**src/rtl/alu_pkg.sv**
```systemverilog
// rtl/alu_pkg.sv - ALU op encodings and decode helpers shared by the arithmetic lanes
package alu_pkg;

  typedef enum logic [1:0] {
    OP_ADD  = 2'b00,
    OP_SUB  = 2'b01,
    OP_SLTU = 2'b10,
    OP_SLT  = 2'b11
  } op_t;

  // Op 10 only subtracts when the unsigned compare is built; otherwise it aliases ADD.
  function automatic logic op_is_sub(input op_t o);
`ifdef ADDSUB_SLTU_EN
    return (o != OP_ADD);
`else
    return o[0];
`endif
  endfunction

endpackage

```
**src/rtl/add_segment.sv**
```systemverilog
// rtl/add_segment.sv - W-bit ripple adder slice with carry-in, carry-out and carry-into-MSB
module add_segment #(
  parameter int W = 8
) (
  input  logic [W-1:0] a,
  input  logic [W-1:0] b,
  input  logic         cin,
  output logic [W-1:0] sum,
  output logic         cout,
  output logic         cmsb
);

  logic [W:0] full;

  assign full = {1'b0, a} + {1'b0, b} + {{W{1'b0}}, cin};
  assign sum  = full[W-1:0];
  assign cout = full[W];
  // Carry into the top bit recovered from the top-bit sum: s = a ^ b ^ c.
  assign cmsb = a[W-1] ^ b[W-1] ^ full[W-1];

endmodule

```
**src/rtl/pipelined_add_sub.sv**
```systemverilog
// rtl/pipelined_add_sub.sv - segmented-carry pipelined ADD/SUB/SLT lane; ADDSUB_SLTU_EN builds SLTU on op 10
module pipelined_add_sub
  import alu_pkg::*;
#(
  parameter int WIDTH  = 32,
  parameter int STAGES = 4
) (
  input  logic             clk,
  input  logic             rst_n,
  input  logic             in_valid,
  output logic             in_ready,
  input  logic [1:0]       op,
  input  logic [WIDTH-1:0] a,
  input  logic [WIDTH-1:0] b,
  output logic             out_valid,
  input  logic             out_ready,
  output logic [WIDTH-1:0] result,
  output logic             zero,
  output logic             overflow,
  output logic             cout
);

  localparam int SEG  = WIDTH / STAGES;
  localparam int LAST = STAGES - 1;

  if (WIDTH < 2 || STAGES < 1 || STAGES > WIDTH || (WIDTH % STAGES) != 0) begin : g_bad_params
    $error("pipelined_add_sub: WIDTH must be >= 2 and divisible by STAGES");
  end

  logic             adv;
  op_t              op_in;
  logic             v_r    [STAGES];
  op_t              op_r   [STAGES];
  logic [WIDTH-1:0] a_r    [STAGES];
  logic [WIDTH-1:0] b_r    [STAGES];
  logic [WIDTH-1:0] s_r    [STAGES];
  logic             c_r    [STAGES];
  logic [SEG-1:0]   seg_sum[STAGES];
  logic             seg_co [STAGES];
  logic             seg_cm [STAGES];
  logic [WIDTH-1:0] s_nxt  [STAGES];

  assign op_in    = op_t'(op);
  assign adv      = !out_valid || out_ready;
  assign in_ready = adv;

  // Stage k owns carry segment k; its finished slice is merged into the skewed sum.
  for (genvar k = 0; k < STAGES; k++) begin : g_stage
    add_segment #(.W(SEG)) u_seg (
      .a    (a_r[k][k*SEG +: SEG]),
      .b    (b_r[k][k*SEG +: SEG]),
      .cin  (c_r[k]),
      .sum  (seg_sum[k]),
      .cout (seg_co[k]),
      .cmsb (seg_cm[k])
    );

    always_comb begin
      s_nxt[k]                = s_r[k];
      s_nxt[k][k*SEG +: SEG]  = seg_sum[k];
    end
  end

  logic [WIDTH-1:0] fin_sum;
  logic [WIDTH-1:0] fin_res;
  logic             fin_co;
  logic             fin_ov;

  always_comb begin
    fin_sum = s_nxt[LAST];
    fin_co  = seg_co[LAST];
    fin_ov  = seg_cm[LAST] ^ seg_co[LAST];
    fin_res = fin_sum;
    if (op_r[LAST] == OP_SLT) begin
      fin_res = {{(WIDTH-1){1'b0}}, fin_sum[WIDTH-1] ^ fin_ov};
    end
`ifdef ADDSUB_SLTU_EN
    else if (op_r[LAST] == OP_SLTU) begin
      fin_res = {{(WIDTH-1){1'b0}}, ~fin_co};
    end
`endif
  end

  always_ff @(posedge clk or negedge rst_n) begin
    if (!rst_n) begin
      for (int k = 0; k < STAGES; k++) begin
        v_r[k]  <= 1'b0;
        op_r[k] <= OP_ADD;
        a_r[k]  <= '0;
        b_r[k]  <= '0;
        s_r[k]  <= '0;
        c_r[k]  <= 1'b0;
      end
      out_valid <= 1'b0;
      result    <= '0;
      zero      <= 1'b0;
      overflow  <= 1'b0;
      cout      <= 1'b0;
    end else if (adv) begin
      v_r[0]  <= in_valid;
      op_r[0] <= op_in;
      a_r[0]  <= a;
      b_r[0]  <= op_is_sub(op_in) ? ~b : b;
      s_r[0]  <= '0;
      c_r[0]  <= op_is_sub(op_in);
      for (int k = 1; k < STAGES; k++) begin
        v_r[k]  <= v_r[k-1];
        op_r[k] <= op_r[k-1];
        a_r[k]  <= a_r[k-1];
        b_r[k]  <= b_r[k-1];
        s_r[k]  <= s_nxt[k-1];
        c_r[k]  <= seg_co[k-1];
      end
      out_valid <= v_r[LAST];
      if (v_r[LAST]) begin
        result   <= fin_res;
        zero     <= (fin_res == '0);
        overflow <= fin_ov;
        cout     <= fin_co;
      end
    end
  end

endmodule

```
**config.mk**
```make
export PLATFORM = sky130hd
export DESIGN_NAME = pipelined_add_sub
export DESIGN_NICKNAME = d
export VERILOG_FILES = /design/src/rtl/alu_pkg.sv /design/src/rtl/add_segment.sv /design/src/rtl/pipelined_add_sub.sv
export SDC_FILE = /design/constraint.sdc
export NUM_CORES = 1
export LEC_CHECK = 0
export ABC_AREA = 1
export BUFFER_PORTS_ARGS = -buffer_cell sky130_fd_sc_hd__buf_4
export CORE_ASPECT_RATIO = 0.6
export CORE_UTILIZATION = 40
export DETAILED_ROUTE_END_ITERATION = 10
export SLEW_MARGIN = 10
export SYNTH_ARGS = -nofsm -noshare
export SYNTH_HDL_FRONTEND = slang
export SYNTH_HIERARCHICAL = 1
export SYNTH_SLANG_ARGS = --single-unit
export TNS_END_PERCENT = 50
```
**constraint.sdc**
```tcl
create_clock -name clk -period 4.95 [get_ports clk]
set_clock_uncertainty 0.15 [all_clocks]
set_input_delay 0.2475 -clock clk [delete_from_list [all_inputs] [get_ports clk]]
set_output_delay 0.2475 -clock clk [all_outputs]
set_load 0.01 [all_outputs]
```
; ---- Yosys cells after proc, flatten, opt, wreduce, memory -nomap -nowiden
; Index checks and enable logic that the tools add are counted.
[totals]
out_inout_bits = 37
register_bits = 356
inputBits = 70
elab_cells = 48
[op_classes]
n_eq_ne = 1
bitwise_logic = 5
addsub = 8
reduce_logical = 4
muxes = 2
[op_table]
columns = operator, n
row1 = $mux W32, 2
row2 = $add A8 B8 Y9, 4
row3 = $add A9 B1 Y9, 4
row4 = $logic_not A32 Y1, 1
row5 = $not A32 Y32, 1
row6 = $xor A1 B1 Y1, 4
row7 = $eq A2 B2 Y1 const B, 1
row8 = $reduce_and A2 Y1, 1
row9 = $logic_not A1 Y1, 1
row10 = $logic_or A1 B1 Y1, 1

; ---- Depth between registers and ports, before layout
[logic_depth]
depth_word = 7
ltp_mapped = 15
mapped_depth_nobuf = 15

; ---- Modules after synthesis
; Netlist, hierarchy kept.
[modules_own_cells]
columns = mod, seq_area_each_um2, cells_per_inst, area_each_um2, instances
row1 = pipelined_add_sub, 6481.2, 1110, 10197.3, 1
row2 = add_segment at g_stage[2].u_seg ..., 0.0, 59, 370.4, 2
row3 = add_segment at g_stage[0].u_seg ..., 0.0, 59, 357.8, 2

; ---- Worst setup path after synthesis
; OpenSTA, ideal clock, no wires.
[synth_path]
path_kind = register -> register
startpoint = register a_r[24] (netlist bit)
endpoint = register zero
path_stages_with_launch = 16
synth_period_minus_slack_ns = 2.525
t_required_ns = 4.683
n_path_buf = 0
t_arrival_ns = 2.258
setup_slack_ns = 2.425
setup_time_ns = 0.117
cell_sequence = dfrtp_1 fa_1 fa_1 nand2_1 nand2_1 nand3b_1 nand2_1 nand2_1 nand2_1 or2_2 nand2_1 nand2_1 nand3_1 nand2_1 nand3_1 nand2_1
[synth_between]
elab_cells_between_ends = 7
cone_classes = 2 x add/sub / 1 x mux / 3 x bitwise / 1 x reduce/logical
[synth_rtl]
columns = element, line_no
row1 = "start, declared", pipelined_add_sub.sv:34  ; logic [WIDTH-1:0] a_r [STAGES];
row2 = "start signal, assigned by index", pipelined_add_sub.sv:109  ; a_r[k] <= a_r[k-1];
row3 = $add A8 B8 Y9, add_segment.sv:15  ; assign full = {1'b0, a} + {1'b0, b} + {{W{1'b0}}, cin};
row4 = $add A9 B1 Y9, add_segment.sv:15
row5 = named net fin_co, pipelined_add_sub.sv:66  ; logic fin_co;
row6 = $xor A1 B1 Y1, pipelined_add_sub.sv:72  ; fin_ov = seg_cm[LAST] ^ seg_co[LAST];
row7 = $xor A1 B1 Y1, pipelined_add_sub.sv:75  ; fin_res = {{(WIDTH-1){1'b0}}, fin_sum[WIDTH-1] ^ fin_ov};
row8 = $mux W32, pipelined_add_sub.sv:74  ; if (op_r[LAST] == OP_SLT) begin
row9 = $logic_not A32 Y1, pipelined_add_sub.sv:117  ; zero <= (fin_res == '0);
row10 = "end signal, assigned", pipelined_add_sub.sv:117
row11 = "end, declared", pipelined_add_sub.sv:18  ; output logic zero,
; The timed path passes the listed nets, and every way through them passes these cells.
; A chain may end at the register's enable or synchronous reset.

; ---- Worst setup path after layout
[layout_path]
startpoint = register out_valid
endpoint = output port in_ready
[layout_between]
elab_chain_len = 2
[layout_lines]
columns = element, line_no
row1 = "start, declared", pipelined_add_sub.sv:15  ; output logic out_valid,
row2 = "start signal, assigned", pipelined_add_sub.sv:114  ; out_valid <= v_r[LAST];
row3 = $logic_not A1 Y1, pipelined_add_sub.sv:44  ; assign adv = !out_valid || out_ready;
row4 = $logic_or A1 B1 Y1, pipelined_add_sub.sv:44
row5 = "end, declared", pipelined_add_sub.sv:11  ; output logic in_ready,
; Every way passes these cells.

==> run metrics <==
first-pass GRT wire length 42230 um; cell taking the most area after synthesis dfrtp_1; top cells by area, synth dfrtp_1, nand2_1, o21ai_0; PD cells 636.8 nW/um2; initial antenna violation count 0; Core Box Area 28110 um2; clock tree sinks 259; Peak VDD IR 259.5 uV; Bufs and invs on worst path 2; unrepaired setup endpoints after global routing false; largest net degree at the start of global routing 126; setup bufs post-CTS 0; Initial Util 41.46%; worst slew pin tran 1089 ps; Crit-path slowest cell buf_4; worst hold stages 3; via-per-instance ratio 4.640; hpwl dp 16310 um; most frequent cells after synthesis nand2_1, dfrtp_1, o21ai_0; Fin. Hold Viols 0; Crit Path Category register to primary output; CP peak stage delay 920 ps; Max Slew Vio Count 0; Crit. End Element primary output; later-pin clock latency in the skew report 530 ps; CTS tree done; vias in the first global route 8199; ANT nets after route 0; GRT Util Overall 17.34%; CP delay by family, top buffers and inverters; I/O Pins 107; status finished clean; Root Driver clkbuf_16; Max Fanout on Critical Path 112; Syn Inst Count 1346; async set or reset register ratio after synthesis 100.0%; die width 222.4 um; Max H-tree Level 1; switching share of power 38.97%; Mapped Area 11650 um2; Die Y 134.2 um; GR Overflow Total 0; Yosys warning total 6; dpl ws 2245 ps; clk buf depth 3; Yosys cell types 28; relative slew slack 27.13%; max-cap viol count 0; diode count 0; RD Place Congestion 0.8063; share of cells above drive strength 1 11.19%; most common cell in the netlist nand2_1; Critical Path RT 4550 ps; fillcell total 2723; TNS Setup 0 ps; syn_area_per_cell 8.658 um2; register area share after synthesis 55.62%; Reg2Reg Depth 15; Clock power frac 20.6%; Pleak 7.310 nW; Post-synth EDFFs 0; synth-to-layout area growth 20.77%; Port Buffers 106; vias 8672; Reg power frac 39.9%; P_sw 0.003493 W; post-synthesis sequential element count 259; Post-route DRC 0; fin worst setup slack 1850 ps; worst hold path type input pin to register; max frequency 0.3226 GHz; DR pass1 iterations 5; Clock transition at path regs 60 ps; Critical Path AT 2700 ps; cell-internal power 0.005470 W; total CTS buffers 26; Combinational Power Share 39.5%; Final Cycle Share 62.62%; wire per inst 13.41 um; routed wire length 25060 um; initial DRC count 669; Synth Net Count 1452; number of cells on the critical path 3; CP Cell Sequence nand2_8, buf_4, buf_4; minimum clock period 3100 ps; ys flop type dfrtp_1; Setup Viol. Count Final 0; # rows 47; CP Launch Type register; critical path's most frequent cell buf_4; Yosys top cell area share 55.62%; Final Net Count 1593; die area 29840 um2
==> power by group through the flow <==
| stage | clock network [W] | logic (W) | registers [W] |
|---|---|---|---|
| floorplan | 0 | 0.00257 | 0.00349 |
| global placement | 0 | 0.00345 | 0.00358 |
| detailed placement | 0 | 0.00351 | 0.00361 |
| CTS | 0.00189 | 0.00357 | 0.00358 |
| global route | 0.00197 | 0.00410 | 0.00370 |
| finish | 0.00184 | 0.00354 | 0.00358 |
==> tightest hold or removal path: cells and delay by family <==
kind          cells  cell delay (ps)
simple gates      2              190
buf+inv           1              280
==> registers in the layout, summed over array words and instances (netlist names) <==
register	count
a_r	80
b_r	80
result	32
fin_sum	24
s_nxt	24
op_r	8
v_r	4
c_r	3
cout	1
out_valid	1
overflow	1
zero	1
==> per-stage QoR <==
| step | cells | hold WS [ps] | util (%) | total power, W | cell area, um2 |
|---|---|---|---|---|---|
| finish | 1869 | 90.92 | 50.07 | 0.008963 | 14070 |
| global route | 1869 | 122.9 | 50.07 | 0.009763 | 14070 |
| CTS | 1869 | 77.52 | 50.07 | 0.009043 | 14070 |
| detailed placement | 1759 | 137.0 | 44.90 | 0.007122 | 12620 |
| global placement | 1759 | 136.7 | 44.90 | 0.007035 | 12620 |
| floorplan | 1346 | -198.1 | - | 0.006067 | 11650 |
==> worst paths after layout <==
check                      startpoint    endpoint  slack [ps]
min                             op[0]     op_r[6]          90
max in group asynchronous       rst_n    a_r[110]        3320
max reg2reg                   a_r[24]        zero        2220
min reg2reg                   b_r[93]     b_r[61]         320
max                         out_valid    in_ready        1850
min in group asynchronous       rst_n  result[28]         120
==> routing by layer <==
metal	GRT usage [%]	up-vias	share of wire (%)
met2	22.45	160	37
met5	0	-	0
met3	3.308	36	4.6
met1	28.88	4013	57
li1	-	4463	-
met4	3.793	0	1.7
==> repair_timing <==
item | 4_1_cts | 5_1_grt
resized for setup | 0 | 0
endpoints found under the hold margin | 147 | 0
hold buffers | 67 | 0
==> cells by family after synthesis <==
family          Yosys count  synth area share (%)
buf+inv                 145                 5.765
simple gates            723                 24.36
xor+xnor                 44                 3.307
fa+ha+maj                36                 4.381
compound gates          139                 6.571
flops                   259                 55.62
==> layout make-up <==
type | instances | area [um2] | area share [%]
inverters | 81 | 309.0 | 2.196
clock buffers | 41 | 768.2 | 5.458
well taps | 367 | 459.2 | 3.263
multi-input cells | 942 | 4514 | 32.07
flip-flops and latches | 259 | 6481 | 46.05
clock inverters | 2 | 13.76 | 0.09779
repair buffers | 177 | 1529 | 10.86
==> layout by cell type, fill, tap and decap left out, types with 2 or more instances in the layout <==
| cell type | count |
|---|---|
| clkbuf_16 | 27 |
| inv_1 | 79 |
| o21ai_1 | 4 |
| ha_1 | 28 |
| xor2_1 | 6 |
| dfrtp_1 | 259 |
| a21oi_1 | 8 |
| a21oi_2 | 4 |
| inv_6 | 2 |
| nand2_1 | 664 |
| dlygate4sd3_1 | 67 |
| nor2_2 | 2 |
| fa_1 | 8 |
| nand3_1 | 18 |
| clkbuf_1 | 10 |
| buf_4 | 107 |
| or2_4 | 2 |
| buf_12 | 2 |
| o31ai_1 | 21 |
| or2_1 | 4 |
| nand3b_1 | 6 |
| xnor2_1 | 38 |
| clkbuf_8 | 4 |
| nand3_2 | 4 |
| nor2_1 | 11 |
| o21ai_0 | 101 |
| nand2_2 | 9 |
(Power assumes the default switching activity.)
